$ cat config.mk
export PLATFORM = sky130hd
export DESIGN_NAME = time_keeper
export DESIGN_NICKNAME = d
export VERILOG_FILES = /design/src/rtl/clock_pkg.sv /design/src/rtl/time_keeper_wrap_counter.sv /design/src/rtl/time_keeper.sv
export SDC_FILE = /design/constraint.sdc
export NUM_CORES = 1
export LEC_CHECK = 0
export ABC_AREA = 1
export CELL_PAD_IN_SITES_DETAIL_PLACEMENT = 1
export CELL_PAD_IN_SITES_GLOBAL_PLACEMENT = 1
export CORE_MARGIN = 10
export CORE_UTILIZATION = 42
export CTS_CLUSTER_DIAMETER = 60
export DETAILED_ROUTE_END_ITERATION = 8
export PLACE_DENSITY_LB_ADDON = 0.08
export SLEW_MARGIN = 5
export SYNTH_ARGS = -nofsm -noshare
export SYNTH_HDL_FRONTEND = slang
export SYNTH_SLANG_ARGS = --single-unit
$ cat constraint.sdc
create_clock -name clk -period 2.1 [get_ports clk]
set_input_delay 0.315 -clock clk [delete_from_list [all_inputs] [get_ports clk]]
set_output_delay 0.315 -clock clk [all_outputs]
set_load 0.05 [all_outputs]
$ cat src/rtl/clock_pkg.sv
// Shared definitions for the HH:MM:SS time-of-day core: mode encodings,
// field limits and a counter-width helper.
package clock_pkg;

  typedef enum logic [1:0] {
    MODE_RUN     = 2'd0,
    MODE_SET_HR  = 2'd1,
    MODE_SET_MIN = 2'd2,
    MODE_SET_SEC = 2'd3
  } mode_t;

  localparam int SEC_MAX = 59;
  localparam int MIN_MAX = 59;

  // Bits needed to hold 0..max_val, never less than one.
  function automatic int cnt_width(input int max_val);
    return (max_val < 1) ? 1 : $clog2(max_val + 1);
  endfunction

endpackage

$ cat src/rtl/time_keeper_wrap_counter.sv
// Registered 0..MAX counter; advances on en, wrap flags the MAX->0 step in the
// same cycle so callers can chain carries combinationally.
module wrap_counter #(
  parameter int MAX = 59,
  parameter int W   = 6
) (
  input  logic         clk,
  input  logic         reset,
  input  logic         en,
  output logic [W-1:0] out,
  output logic         wrap
);

  logic at_max;

  assign at_max = (out == W'(MAX));
  assign wrap   = en && at_max;

  always_ff @(posedge clk) begin
    if (reset) begin
      out <= '0;
    end else if (en) begin
      out <= at_max ? '0 : out + 1'b1;
    end
  end

endmodule

$ cat src/rtl/time_keeper.sv
// Time-of-day core: 1 Hz prescaler, HH:MM:SS counters, two-button set-mode FSM
// and blink of the field being set. Outputs are registered, one edge after a key rises.
module time_keeper
  import clock_pkg::*;
#(
  parameter int CLK_HZ   = 50_000_000,
  parameter int BLINK_HZ = 2,
  parameter int HOUR_MAX = 23
) (
  input  logic       clk,
  input  logic       reset,
  input  logic       key_mode,
  input  logic       key_inc,
  output logic [7:0] num2,
  output logic [7:0] num1,
  output logic [7:0] num0,
  output logic [3:0] blank,
  output logic [1:0] mode
);

  localparam int HALF = CLK_HZ / (2 * BLINK_HZ);
  localparam int PW   = cnt_width(CLK_HZ - 1);
  localparam int BW   = cnt_width(HALF - 1);
  localparam int HW   = cnt_width(HOUR_MAX);
  localparam int MW   = cnt_width(MIN_MAX);
  localparam int SW   = cnt_width(SEC_MAX);

  logic          key_mode_q;
  logic          key_inc_q;
  logic          mode_p;
  logic          inc_p;

  mode_t         state;
  mode_t         state_next;

  logic          run;
  logic          sel_hr;
  logic          sel_min;
  logic          sel_sec;
  logic          inc_acc;
  logic          leave_set;
  logic          blink_restart;

  logic [PW-1:0] presc;
  logic          tick;

  logic [BW-1:0] blink_cnt;
  logic [BW-1:0] blink_cnt_next;
  logic          blink_lit;
  logic          blink_lit_next;
  logic [3:0]    blank_next;
  logic [3:0]    blank_q;

  logic          sec_en;
  logic          min_en;
  logic          hr_en;
  logic          sec_wrap;
  logic          min_wrap;
  logic          hr_wrap;
  logic [SW-1:0] sec_cnt;
  logic [MW-1:0] min_cnt;
  logic [HW-1:0] hr_cnt;

  always_ff @(posedge clk) begin
    if (reset) begin
      key_mode_q <= 1'b0;
      key_inc_q  <= 1'b0;
    end else begin
      key_mode_q <= key_mode;
      key_inc_q  <= key_inc;
    end
  end

  assign mode_p = key_mode & ~key_mode_q;
  assign inc_p  = key_inc & ~key_inc_q;

  always_ff @(posedge clk) begin
    if (reset) begin
      state <= MODE_RUN;
    end else begin
      state <= state_next;
    end
  end

  always_comb begin
    state_next = state;
    if (mode_p) begin
      case (state)
        MODE_RUN:     state_next = MODE_SET_HR;
        MODE_SET_HR:  state_next = MODE_SET_MIN;
        MODE_SET_MIN: state_next = MODE_SET_SEC;
        default:      state_next = MODE_RUN;
      endcase
    end
  end

  // A mode pulse wins over an inc pulse landing on the same edge.
  always_comb begin
    run           = (state == MODE_RUN);
    sel_hr        = (state == MODE_SET_HR);
    sel_min       = (state == MODE_SET_MIN);
    sel_sec       = (state == MODE_SET_SEC);
    inc_acc       = inc_p && !mode_p && !run;
    leave_set     = mode_p && sel_sec;
    blink_restart = mode_p || inc_acc;
    blank_next    = 4'b1111;
    case (state_next)
      MODE_SET_HR:  blank_next[3] = blink_lit_next;
      MODE_SET_MIN: blank_next[2] = blink_lit_next;
      MODE_SET_SEC: blank_next[1] = blink_lit_next;
      default:      blank_next    = 4'b1111;
    endcase
  end

  assign tick = (presc == PW'(CLK_HZ - 1));

  // Clearing on the way back to RUN makes the first second after setting a full one.
  always_ff @(posedge clk) begin
    if (reset || leave_set || tick) begin
      presc <= '0;
    end else begin
      presc <= presc + 1'b1;
    end
  end

  always_comb begin
    blink_cnt_next = blink_cnt + 1'b1;
    blink_lit_next = blink_lit;
    if (state_next == MODE_RUN || blink_restart) begin
      blink_cnt_next = '0;
      blink_lit_next = 1'b1;
    end else if (blink_cnt == BW'(HALF - 1)) begin
      blink_cnt_next = '0;
      blink_lit_next = ~blink_lit;
    end
  end

  always_ff @(posedge clk) begin
    if (reset) begin
      blink_cnt <= '0;
      blink_lit <= 1'b1;
      blank_q   <= 4'b1111;
    end else begin
      blink_cnt <= blink_cnt_next;
      blink_lit <= blink_lit_next;
      blank_q   <= blank_next;
    end
  end

  // Carries only ripple in RUN; in a set state each field wraps on its own.
  assign sec_en = (run && tick)     || (sel_sec && inc_acc);
  assign min_en = (run && sec_wrap) || (sel_min && inc_acc);
  assign hr_en  = (run && min_wrap) || (sel_hr && inc_acc);

  wrap_counter #(.MAX(SEC_MAX), .W(SW)) u_sec (
    .clk   (clk),
    .reset (reset),
    .en    (sec_en),
    .out   (sec_cnt),
    .wrap  (sec_wrap)
  );

  wrap_counter #(.MAX(MIN_MAX), .W(MW)) u_min (
    .clk   (clk),
    .reset (reset),
    .en    (min_en),
    .out   (min_cnt),
    .wrap  (min_wrap)
  );

  wrap_counter #(.MAX(HOUR_MAX), .W(HW)) u_hr (
    .clk   (clk),
    .reset (reset),
    .en    (hr_en),
    .out   (hr_cnt),
    .wrap  (hr_wrap)
  );

  assign num2  = 8'(hr_cnt);
  assign num1  = 8'(min_cnt);
  assign num0  = 8'(sec_cnt);
  assign blank = blank_q;
  assign mode  = state;

endmodule

======== Word level (Yosys, flattened, before mapping) ========
Cells that the tools add are included.
word-level totals
  register bits after elaboration ......... 76
  latch bits .............................. 0
  bits in writable memories ............... 0
  memory bits (read-only) ................. 0
  output and inout port bits .............. 30
  logic and storage cells ................. 70
  memories kept ........................... 0
operators by class
  $add $sub $neg .......................... 5
  multipliers ............................. 0
  div/mod/pow operators ................... 0
  $lt $le $gt $ge ......................... 0
  equal/unequal tests ..................... 11
  shifts and indexed selects .............. 0
  multiplexer cells ....................... 7
  bitwise operators ....................... 8
  reduce and logical (&&, ||, !) cells .... 26
operators by type and width
  kind                                                 count
  adder 26 x 1 -> 26 bit, second input constant        1
  equality test 26 bit, second input constant          1
  adder 24 x 1 -> 24 bit, second input constant        1
  equality test 24 bit, second input constant          1
  adder 6 x 1 -> 6 bit, second input constant          2
  equality test 6 bit, second input constant           2
  2-to-1 mux 6 bit                                     2
  logical AND 1 bit                                    11
  equality test 2 bit, second input constant           4
  logical OR 1 bit                                     7
  inverter 1 bit                                       6
  case mux 2 bit (3 select lines)                      1
  OR reduction 2 bit                                   3
  adder 5 x 1 -> 5 bit, second input constant          1
  equality test 5 bit, second input constant           1
  2-to-1 mux 5 bit                                     1
  equality test 2 x 1 -> 1 bit, second input constant  2
  logical NOT 2 bit                                    2
  OR reduction 3 bit                                   1
  bitwise AND 1 bit                                    2
  logical NOT 1 bit                                    2
  2-to-1 mux 1 bit                                     2
  2-to-1 mux 2 bit                                     1

======== Longest topological paths before layout ========
Gate-level depths: netlist of run 1.
  word-level depth ........................ 13
  depth in mapped cells ................... 13
  mapped depth without buffers ............ 13

======== Hierarchy ========
A second synthesis of run 1 with hierarchy kept.
second synthesis, totals
  cell total of the unflattened synthesis .. 588
  area total of the unflattened synthesis .. 3993.8 sq um
modules (own cells, without submodules)
  module                    instances  cells each  area an instance (sq um)
  time_keeper               1          468         3163.0
  wrap_counter (u_min ...)  2          44          299.0
  wrap_counter (u_hr)       1          32          232.7

======== Worst setup path before layout of run 1 ========
OpenSTA, ideal clock, no wires.
  kind .................................... register -> register
  from .................................... reg state[0] (netlist: mode[0])
  to ...................................... reg u_min.out[2]
  library setup time ...................... 117 ps
  arrival time ............................ 2115 ps
  slack ................................... -132 ps
  stages on the path, launching flop included .. 13
  clock period less this slack ............ 2232 ps
  cells stage by stage .................... dfxtp_1 inv_1 ha_1 nor3_1 nand2_1 inv_1 nand2_1 nand2_2 nand3_2 nand2_2 buf_6 nand3_1 nor3b_2
between the ends
  longest elaborated chain between the ends .. 8
  elaborated cells on any way between the ends .. 12
RTL lines
  element                 RTL line                        text
  from (decl)             time_keeper.sv:33               mode_t state;
  from (signal assigned)  time_keeper.sv:81               state <= state_next;
  logical NOT 2 bit       time_keeper.sv:99               run = (state == MODE_RUN);
  logical NOT 1 bit       time_keeper.sv:103              inc_acc = inc_p && !mode_p && !run;
  logical AND 1 bit       time_keeper.sv:103
  logical AND 1 bit       time_keeper.sv:151              assign sec_en = (run && tick) || (sel_sec && inc_acc);
  logical OR 1 bit        time_keeper.sv:151
  logical AND 1 bit       time_keeper_wrap_counter.sv:17  assign wrap = en && at_max;
  logical AND 1 bit       time_keeper.sv:152              assign min_en = (run && sec_wrap) || (sel_min && inc_acc);
  logical OR 1 bit *      time_keeper.sv:152
  to (signal assigned)    time_keeper_wrap_counter.sv:23  out <= at_max ? '0 : out + 1'b1;
  to (decl)               time_keeper_wrap_counter.sv:10  output logic [W-1:0] out,
Mark *: on every way between the ends. The rest lies on a longest branch, timed or not.
A chain may end at the register's enable or synchronous reset.

======== Worst setup path after layout of run 1 ========
  from .................................... reg u_min.out[2]
  to ...................................... out num1[2]
RTL lines
  element    RTL line           text
  to (decl)  time_keeper.sv:15  output logic [7:0] num1,
No word-level cell between the ends.

==> results of run 1 <==
## state kept, by name (all words and copies together) (netlist names), 2 cells and up
register,flops
presc,26
blink_cnt,24
u_min.out,6
u_sec.out,6
u_hr.out,5
blank,3
mode,2
## placed cells by master, fill, tap and decap left out, types with 3 or more instances in the layout
master / count
nand2_2: 5
nor4_1: 5
nor2_2: 10
nor3_4: 3
nand2_1: 90
buf_4: 13
o21ai_0: 9
conb_1: 8
clkbuf_8: 10
ha_1: 8
a21oi_1: 28
nand3_1: 25
clkdlybuf4s50_1: 25
nor3b_1: 9
nor3_1: 22
dfxtp_1: 71
xnor2_1: 9
nand4_1: 14
clkinv_2: 3
or2_2: 5
inv_1: 65
a21oi_2: 3
xor2_1: 16
nor2_1: 70
nand3_2: 6
## final timing paths
check	cells after the start	slack, ns	endpoint
setup / recovery	1	0.13	num1[2]
hold / removal	1	0.47	blink_cnt[0]$_SDFF_PP0_
setup reg to reg	13	0.16	u_sec.out[5]$_SDFFE_PP0N_
hold reg to reg	1	0.47	blink_cnt[0]$_SDFF_PP0_
## metal layers
metal | global-route usage [%] | part of all wire (%)
met5 | 0 | 0
met4 | 5.20 | 1.3
met3 | 3.65 | 4.5
met2 | 24.8 | 48
met1 | 17.2 | 46
## timing repair
| action | in CTS | in global routing |
|---|---|---|
| buffers inserted | 0 | 4 |
| setup endpoints to repair | 0 | 22 |
| resized for setup | 0 | 14 |
## power groups by stage
stage	Sequential (uW)	Combinational [uW]	Clock, uW
after global routing	1460	225	1230
after floorplan	1500	125	0
after detailed placement	1480	199	0
after global placement	1480	194	0
after CTS	1450	199	1160
final	1450	204	1120
## stage by stage
step,util [%],std cells
floorplan,-,520
global placement,47.9,648
detailed placement,47.9,648
CTS,50.1,664
global route,51.0,668
finish,51.0,668
## final cells by class
cell class	count	area share, %
multi-input combinational	362	44.9
sequential	75	33.8
timing repair buffer	39	8.23
inverter	68	5.71
clock buffer	11	3.16
tap	108	3.02
clock inverter	5	1.18
## cells by family (layout without fill, tap and decap cells)
kind of cell	Yosys count	after routing	share of synthesized area, %
buffers and inverters	83	123	9.42
xor gates and xnor gates	25	25	5.76
adders and majority gates	9	9	2.96
DFF	75	75	39.5
other	2	8	0.198
and+or+nand+nor	274	274	35.6
AOI/OAI and AO/OA	46	46	6.55
==> flow_summary.json, run 1 <==
{
  "run_status": "complete, no violations",
  "path_class": "reg -> out",
  "fmax_mhz": 507,
  "yosysMostFrequentCell": "nand2_1",
  "die-area_mm2": 0.0132,
  "startpoint_type": "register",
  "grt_pass1_wl_mm": 16.1,
  "areaGrowthSynthToFinish_pct": 17.7,
  "worst_pin_slew_ns": 0.509,
  "drc": 0,
  "powerDensity_mw_per_mm2": 621,
  "fill_cells": 1118,
  "hp-class": "reg -> reg",
  "power.total_uw": 2780,
  "cts_hold_buf": 0,
  "clk_latency_ns": 0.35,
  "core_area_mm2": 0.00876,
  "slew_violations": 0,
  "crit_slowest_cell": "clkdlybuf4s50_1",
  "numPortBuffers": 25,
  "arrival_ns": 1.66,
  "critPathMaxStageDelay_ns": 0.86,
  "ir_drop_v": 0.000282,
  "fin_skew_ns": 0.0134,
  "die_w_um": 115,
  "routed_via_density": 4.99,
  "switching_power_uw": 700,
  "setup_violations": 0,
  "antenna_found_initial": 0,
  "worst_slack_ns": 0.126,
  "synth_cell_types": 38,
  "synthCells": 514,
  "synth_top_area_share_pct": 39.5,
  "avgSynthCellArea_um2": 7.39,
  "initial_core_util_pct": 43.3,
  "power.leakage_uw": 0.00168,
  "synth_edf_count": 0,
  "max-cap-violations": 0,
  "clockPowerShare_pct": 40.3,
  "place_hpwl_mm": 7.02,
  "ys_async_sr_fraction_pct": 0,
  "cp_cell_sequence": "clkdlybuf4s50_1",
  "antennaDiodeCount": 0,
  "seqCellArea_mm2": 0.00151,
  "cts_tree": "done",
  "num-nets-final": 568,
  "grt_use_total_pct": 14.5,
  "critPathCaptureType": "output port",
  "internal_power_uw": 2080,
  "cts_made_buffers": 9,
  "hold_violations": 0,
  "cts_sinks": 75,
  "dr.pass1.iters": 4,
  "fin_crit_sh_pct": 94.0,
  "die_h_um": 115,
  "crit_family": "buffers and inverters",
  "synth_area_leaders": "dfxtp_1 40%, nand2_1 8.9%, nor2_1 7.1%",
  "setup_tns_ns": 0,
  "ys_seq_area_share_pct": 39.5,
  "netlist_area_mm2": 0.00380,
  "crit_path_max_fanout": 6,
  "num_io_pins": 34,
  "cp-startpoint": "u_min.out[2]$_SDFFE_PP0P_",
  "ys.flop_type": "dfxtp_1",
  "drive_above_1_share_pct": 13.8,
  "wl_per_cell_um": 13.7,
  "cp_num_buf_inv": 1,
  "synth_common_cells": "90 x nand2_1, 75 x dfxtp_1, 72 x nor2_1",
  "r2r_start": "presc[1]$_SDFF_PP0_",
  "rows": 34,
  "drt_iter0_markers": 98,
  "dr_total_vias": 3332,
  "fin_crit_ns": 1.97,
  "yosysWarnings": 0,
  "cts_max_level": 3,
  "globalRouteOverflowTotal": 0,
  "cts_buffer_depth": 2,
  "clk_pin_slew_ns": 0.08,
  "multi_input_area_mm2": 0.00201,
  "critPathRequiredTime_ns": 1.78,
  "yosysTopAreaCell": "dfxtp_1",
  "pwr-share-seq_pct": 52.4,
  "pre_cts_ws_ns": -0.0417,
  "hold_ws_ns": 0.472,
  "p_sw_share_pct": 25.2,
  "wirelength_mm": 9.18,
  "placed_area_mm2": 0.00419,
  "hold_start": "blink_cnt[0]$_SDFF_PP0_",
  "synth-seq-cells": 75,
  "p_comb_share_pct": 7.3,
  "cts-root-buf": "clkbuf_8",
  "final_cell_area_mm2": 0.00447,
  "relSlewSlack_pct": 66.0,
  "routabilityCongestion": 0.795,
  "antenna_left": 0,
  "grt_pass1_vias": 3548,
  "grt_max_degree": 27
}
(Power assumes the default switching activity.)
==> inputs of run 2 (changes only) <==
- GPL_TIMING_DRIVEN: not set -> 0
- RECOVER_POWER: not set -> 50
==> flow_summary.json, run 2 (synthesis results as in run 1) <==
{
  "grt_max_degree": 13,
  "r2r_slack_ns": 0.19,
  "max-cap-violations": 0,
  "cts_tree": "done",
  "setup_violations": 0,
  "routed_via_density": 5.07,
  "fin_crit_ns": 1.95,
  "drt_iter0_markers": 110,
  "wirelength_mm": 9.01,
  "dp.cells": 652,
  "wl_per_cell_um": 13.5,
  "cp-startpoint": "u_min.out[2]$_SDFFE_PP0P_",
  "ir_drop_v": 0.000280,
  "fin_skew_ns": 0.00753,
  "top_register": "presc",
  "die_h_um": 115,
  "crit_path_max_fanout": 6,
  "arrival_ns": 1.64,
  "antenna_found_initial": 0,
  "die_w_um": 115,
  "cts_max_level": 3,
  "fmax_mhz": 513,
  "r2r-end": "u_min.out[3]$_SDFFE_PP0P_",
  "r2r_cells": 13,
  "final_cell_mix": "90 x nand2_1, 72 x dfxtp_1, 71 x nor2_1",
  "initial_core_util_pct": 43.3,
  "internal_power_uw": 2190,
  "rows": 34,
  "startpoint_type": "register",
  "reg.largest.list": "presc x26, blink_cnt x24",
  "switching_power_uw": 696,
  "cp_cell_sequence": "clkdlybuf4s50_1",
  "final_cells": 668,
  "fin_crit_sh_pct": 92.9,
  "worst_pin_slew_ns": 0.770,
  "crit_slowest_cell": "clkdlybuf4s50_1",
  "slew_violations": 0,
  "globalRouteOverflowTotal": 0,
  "hold_ws_ns": 0.370,
  "grt_use_total_pct": 14.1,
  "p_sw_share_pct": 24.1,
  "dr_total_vias": 3385,
  "numPortBuffers": 24,
  "cp_num_buf_inv": 1,
  "cts_made_buffers": 9,
  "crit_end": "num1[2]",
  "cts_sinks": 75,
  "cts_buffer_depth": 2,
  "run_status": "complete, no violations",
  "core_area_mm2": 0.00876,
  "antenna_left": 0,
  "drive_above_1_share_pct": 14.1,
  "routabilityCongestion": 0.849,
  "clockPowerShare_pct": 42.6,
  "fill_cells": 1095,
  "clk_pin_slew_ns": 0.07,
  "relSlewSlack_pct": 48.2,
  "grt_pass1_wl_mm": 15.7,
  "rsz0062_at_grt": "false",
  "dr.pass1.iters": 4,
  "setup_tns_ns": 0,
  "hold_violations": 0,
  "die-area_mm2": 0.0132,
  "num_io_pins": 34,
  "critPathCaptureType": "output port",
  "num-nets-final": 569,
  "place_hpwl_mm": 7.00,
  "grt_pass1_vias": 3400,
  "largest_reg_flops": 26,
  "drc": 0,
  "powerDensity_mw_per_mm2": 643,
  "critPathRequiredTime_ns": 1.78,
  "crit_family": "buffers and inverters",
  "areaGrowthSynthToFinish_pct": 18.0,
  "p_comb_share_pct": 7.0,
  "r2r_start": "presc[0]$_SDFF_PP0_",
  "critPathMaxStageDelay_ns": 0.85,
  "cts-root-buf": "clkbuf_8",
  "clk_latency_ns": 0.34,
  "power.leakage_uw": 0.00171,
  "hp-class": "in -> reg",
  "worst-path-stages": 1,
  "layout.cells.most_common": "nand2_1",
  "path_class": "reg -> out",
  "pwr-share-seq_pct": 50.4,
  "antennaDiodeCount": 0
}
[run 2: power by group through the flow]
stage	Combinational, uW	Clock, uW	Sequential, uW
after floorplan	125	0	1500
after global placement	186	0	1490
after detailed placement	191	0	1490
after CTS	194	1270	1450
after global routing	223	1340	1460
final	203	1230	1450
[run 2: worst min-delay path by stage]
stage | start | slack (ns) | end | cells after the start
6_report | reset | 0.37 | key_mode_q$_SDFF_PP0_ | 2
3_5_place_dp | blink_cnt[0]$_SDFF_PP0_ | 0.44 | blink_cnt[0]$_SDFF_PP0_ | 1
2_1_floorplan | blink_cnt[0]$_SDFF_PP0_ | 0.42 | blink_cnt[0]$_SDFF_PP0_ | 1
5_1_grt | reset | 0.40 | key_mode_q$_SDFF_PP0_ | 2
4_1_cts | reset | 0.37 | key_mode_q$_SDFF_PP0_ | 2
3_3_place_gp | blink_cnt[0]$_SDFF_PP0_ | 0.43 | blink_cnt[0]$_SDFF_PP0_ | 1
[run 2: layer usage]
| metal | vias to the layer above | wire, um | global-route usage, % |
|---|---|---|---|
| li1 | 1721 | - | - |
| met1 | 1621 | 4210 | 17.2 |
| met2 | 36 | 4350 | 24.1 |
| met3 | 7 | 372 | 3.49 |
| met4 | 0 | 81 | 3.80 |
| met5 | - | 0 | 0 |
[run 2: per-stage QoR]
| step | cell area (um2) | setup slack (ns) | util [%] | power (uW) |
|---|---|---|---|---|
| 4_1_cts | 4420 | 0.0349 | 50.4 | 2920 |
| 5_1_grt | 4480 | 0.0105 | 51.1 | 3020 |
| 2_1_floorplan | 3820 | 0.0733 | - | 1630 |
| 6_report | 4480 | 0.149 | 51.1 | 2880 |
| 3_3_place_gp | 4200 | -0.143 | 47.9 | 1670 |
| 3_5_place_dp | 4200 | -0.215 | 47.9 | 1680 |
[run 2: cell type report]
| class | count | area [um2] | share of cell area (%) |
|---|---|---|---|
| Clock inverter | 5 | 77.6 | 1.73 |
| Multi-Input combinational cell | 362 | 2020 | 45.0 |
| Timing Repair Buffer | 25 | 248 | 5.53 |
| Buffer | 15 | 103 | 2.29 |
| Tap cell | 108 | 135 | 3.02 |
| Sequential cell | 75 | 1510 | 33.6 |
| Clock buffer | 10 | 138 | 3.07 |
| Inverter | 68 | 255 | 5.70 |
[run 2: timing repair]
action	4_1_cts	5_1_grt
buffers inserted	0	1
hold buffers	0	0
setup endpoints to repair	11	33
pin swaps	0	2
gates resized for setup	2	13
==> inputs of run 3 (changes only) <==
- SYNTH_HIERARCHICAL: not set -> 1
==> flow_summary.json, run 3 <==
{
  "num-nets-final": 668,
  "drt_iter0_markers": 119,
  "r2r_start": "mode[0]$_SDFF_PP0_",
  "max-cap-violations": 0,
  "cts_tree": "done",
  "cts_made_buffers": 9,
  "synthCells": 587,
  "wl_per_cell_um": 14.2,
  "place_hpwl_mm": 7.61,
  "critPathCaptureType": "register",
  "clk_latency_ns": 0.35,
  "rows": 35,
  "antennaDiodeCount": 0,
  "cts_buffer_depth": 2,
  "grt_pass1_wl_mm": 18.9,
  "num_io_pins": 34,
  "power.leakage_uw": 0.00196,
  "layout.cells.most_common": "nand2_1",
  "powerDensity_mw_per_mm2": 619,
  "cts_hold_buf": 0,
  "cts_max_level": 3,
  "initial_core_util_pct": 43.2,
  "path_class": "reg -> reg",
  "violations": "negative setup slack",
  "numPortBuffers": 25,
  "grt_max_degree": 13,
  "rsz0062_at_grt": "true",
  "drive_above_1_share_pct": 17.6,
  "dr_total_vias": 3850,
  "yosysWarnings": 6,
  "antenna_found_initial": 0,
  "setup_violations": 11,
  "holdPathEnd": "blink_cnt[0]$_SDFF_PP0_",
  "arrival_ns": 2.86,
  "top_register": "presc",
  "clk_pin_slew_ns": 0.09,
  "cts_sinks": 75,
  "r2r-end": "u_hr/out[3]$_SDFFE_PP0P_",
  "pre_cts_ws_ns": -1.03,
  "power.total_uw": 3110,
  "routed_via_density": 4.88,
  "worst_slack_ns": -0.510,
  "die-area_mm2": 0.0138,
  "reg.largest.list": "presc x26, blink_cnt x24",
  "die_h_um": 117,
  "hold_violations": 0,
  "fin_crit_ns": 2.61,
  "relSlewSlack_pct": 63.7,
  "globalRouteOverflowTotal": 0,
  "fill_cells": 1212,
  "grt_use_total_pct": 15.9,
  "fmax_mhz": 383,
  "hold_start": "blink_cnt[0]$_SDFF_PP0_",
  "slew_violations": 0,
  "avgSynthCellArea_um2": 6.80,
  "routabilityCongestion": 0.804,
  "netlist_area_mm2": 0.00399,
  "antenna_left": 0,
  "fin_skew_ns": 0.0126,
  "dr.pass1.iters": 4,
  "final_cell_mix": "151 x nand2_1, 128 x nor2_1, 71 x dfxtp_1",
  "final_cell_area_mm2": 0.00503,
  "worst_pin_slew_ns": 0.542,
  "placed_area_mm2": 0.00448,
  "areaGrowthSynthToFinish_pct": 26.1,
  "grt_pass1_vias": 4099,
  "die_w_um": 117,
  "r2r_cells": 23,
  "drc": 0,
  "cts-root-buf": "clkbuf_8",
  "wirelength_mm": 11.2,
  "r2r_slack_ns": -0.51,
  "hp-class": "reg -> reg",
  "startpoint_type": "register",
  "largest_reg_flops": 26,
  "ir_drop_v": 0.000282,
  "crit_path_max_fanout": 4,
  "critPathRequiredTime_ns": 2.35,
  "core_area_mm2": 0.00924,
  "run_status": "finished, violations left",
  "fin_crit_sh_pct": 124,
  "whs_path_depth": 1
}
[run 3: area by class of cell]
| class | count | area [um2] | share of cell area, % |
|---|---|---|---|
| timing repair buffer | 51 | 445 | 8.85 |
| clock inverter | 4 | 70.1 | 1.39 |
| sequential | 75 | 1510 | 30.1 |
| clock buffer | 12 | 166 | 3.31 |
| buffer | 12 | 105 | 2.09 |
| multi-input combinational | 437 | 2300 | 45.8 |
| tap | 129 | 161 | 3.21 |
| inverter | 69 | 267 | 5.30 |
[run 3: metrics by stage]
| step | hold slack [ns] | TNS [ns] | util, % | cells |
|---|---|---|---|---|
| 2_1_floorplan | 0.378 | -3.23 | - | 593 |
| 3_3_place_gp | 0.437 | -8.53 | 48.5 | 747 |
| 3_5_place_dp | 0.453 | -8.59 | 48.5 | 747 |
| 4_1_cts | 0.479 | -2.93 | 53.3 | 780 |
| 5_1_grt | 0.502 | -5.50 | 54.5 | 789 |
| 6_report | 0.468 | -3.86 | 54.5 | 789 |
[run 3: worst max-delay path by stage]
stage	from	end	cells after the start
after global routing	mode[0]$_SDFF_PP0_	u_hr/out[3]$_SDFFE_PP0P_	23
after floorplan	mode[1]$_SDFF_PP0_	u_hr/out[3]$_SDFFE_PP0P_	21
after detailed placement	key_inc	u_hr/out[3]$_SDFFE_PP0P_	19
after global placement	key_inc	u_hr/out[3]$_SDFFE_PP0P_	19
after CTS	presc[1]$_SDFF_PP0_	u_hr/out[3]$_SDFFE_PP0P_	21
final	mode[0]$_SDFF_PP0_	u_hr/out[3]$_SDFFE_PP0P_	23
[run 3: layer usage]
| layer | vias to the layer above | GRT usage (%) | routed length [um] |
|---|---|---|---|
| met2 | 56 | 28.1 | 5670 |
| met1 | 1867 | 18.3 | 4960 |
| met3 | 14 | 4.32 | 433 |
| met5 | - | 0 | 0 |
| met4 | 0 | 4.64 | 153 |
| li1 | 1913 | - | - |
[run 3: critical path, stage by stage, from the launching register on]
cell      delay [ns]
dfxtp_4         0.38
inv_4           0.05
ha_4            0.17
inv_4           0.05
nand3b_1        0.10
nor2_2          0.19
inv_2           0.07
o22ai_4         0.16
nand2_2         0.09
inv_2           0.06
nand3_2         0.08
inv_2           0.07
nand2_2         0.06
a21oi_4         0.15
nand2_2         0.09
inv_2           0.09
nand3_4         0.08
inv_2           0.06
a22o_4          0.17
nand2_4         0.07
nor2_4          0.10
nand2_1         0.06
nand2_1         0.06
nor2_1          0.04
[run 3: report_power, final]
group	switching, uW	internal [uW]	leakage (uW)	total (uW)
clock	574	772	0.000121	1350
sequential	18.5	1440	0.000608	1460
combinational	195	118	0.00123	312
total	787	2330	0.00196	3110
[run 3: timing repair]
item | 4_1_cts | 5_1_grt
resized for setup | 21 | 11
endpoints found under the setup margin | 16 | 11
pin swaps | 15 | 14
buffers inserted | 17 | 9
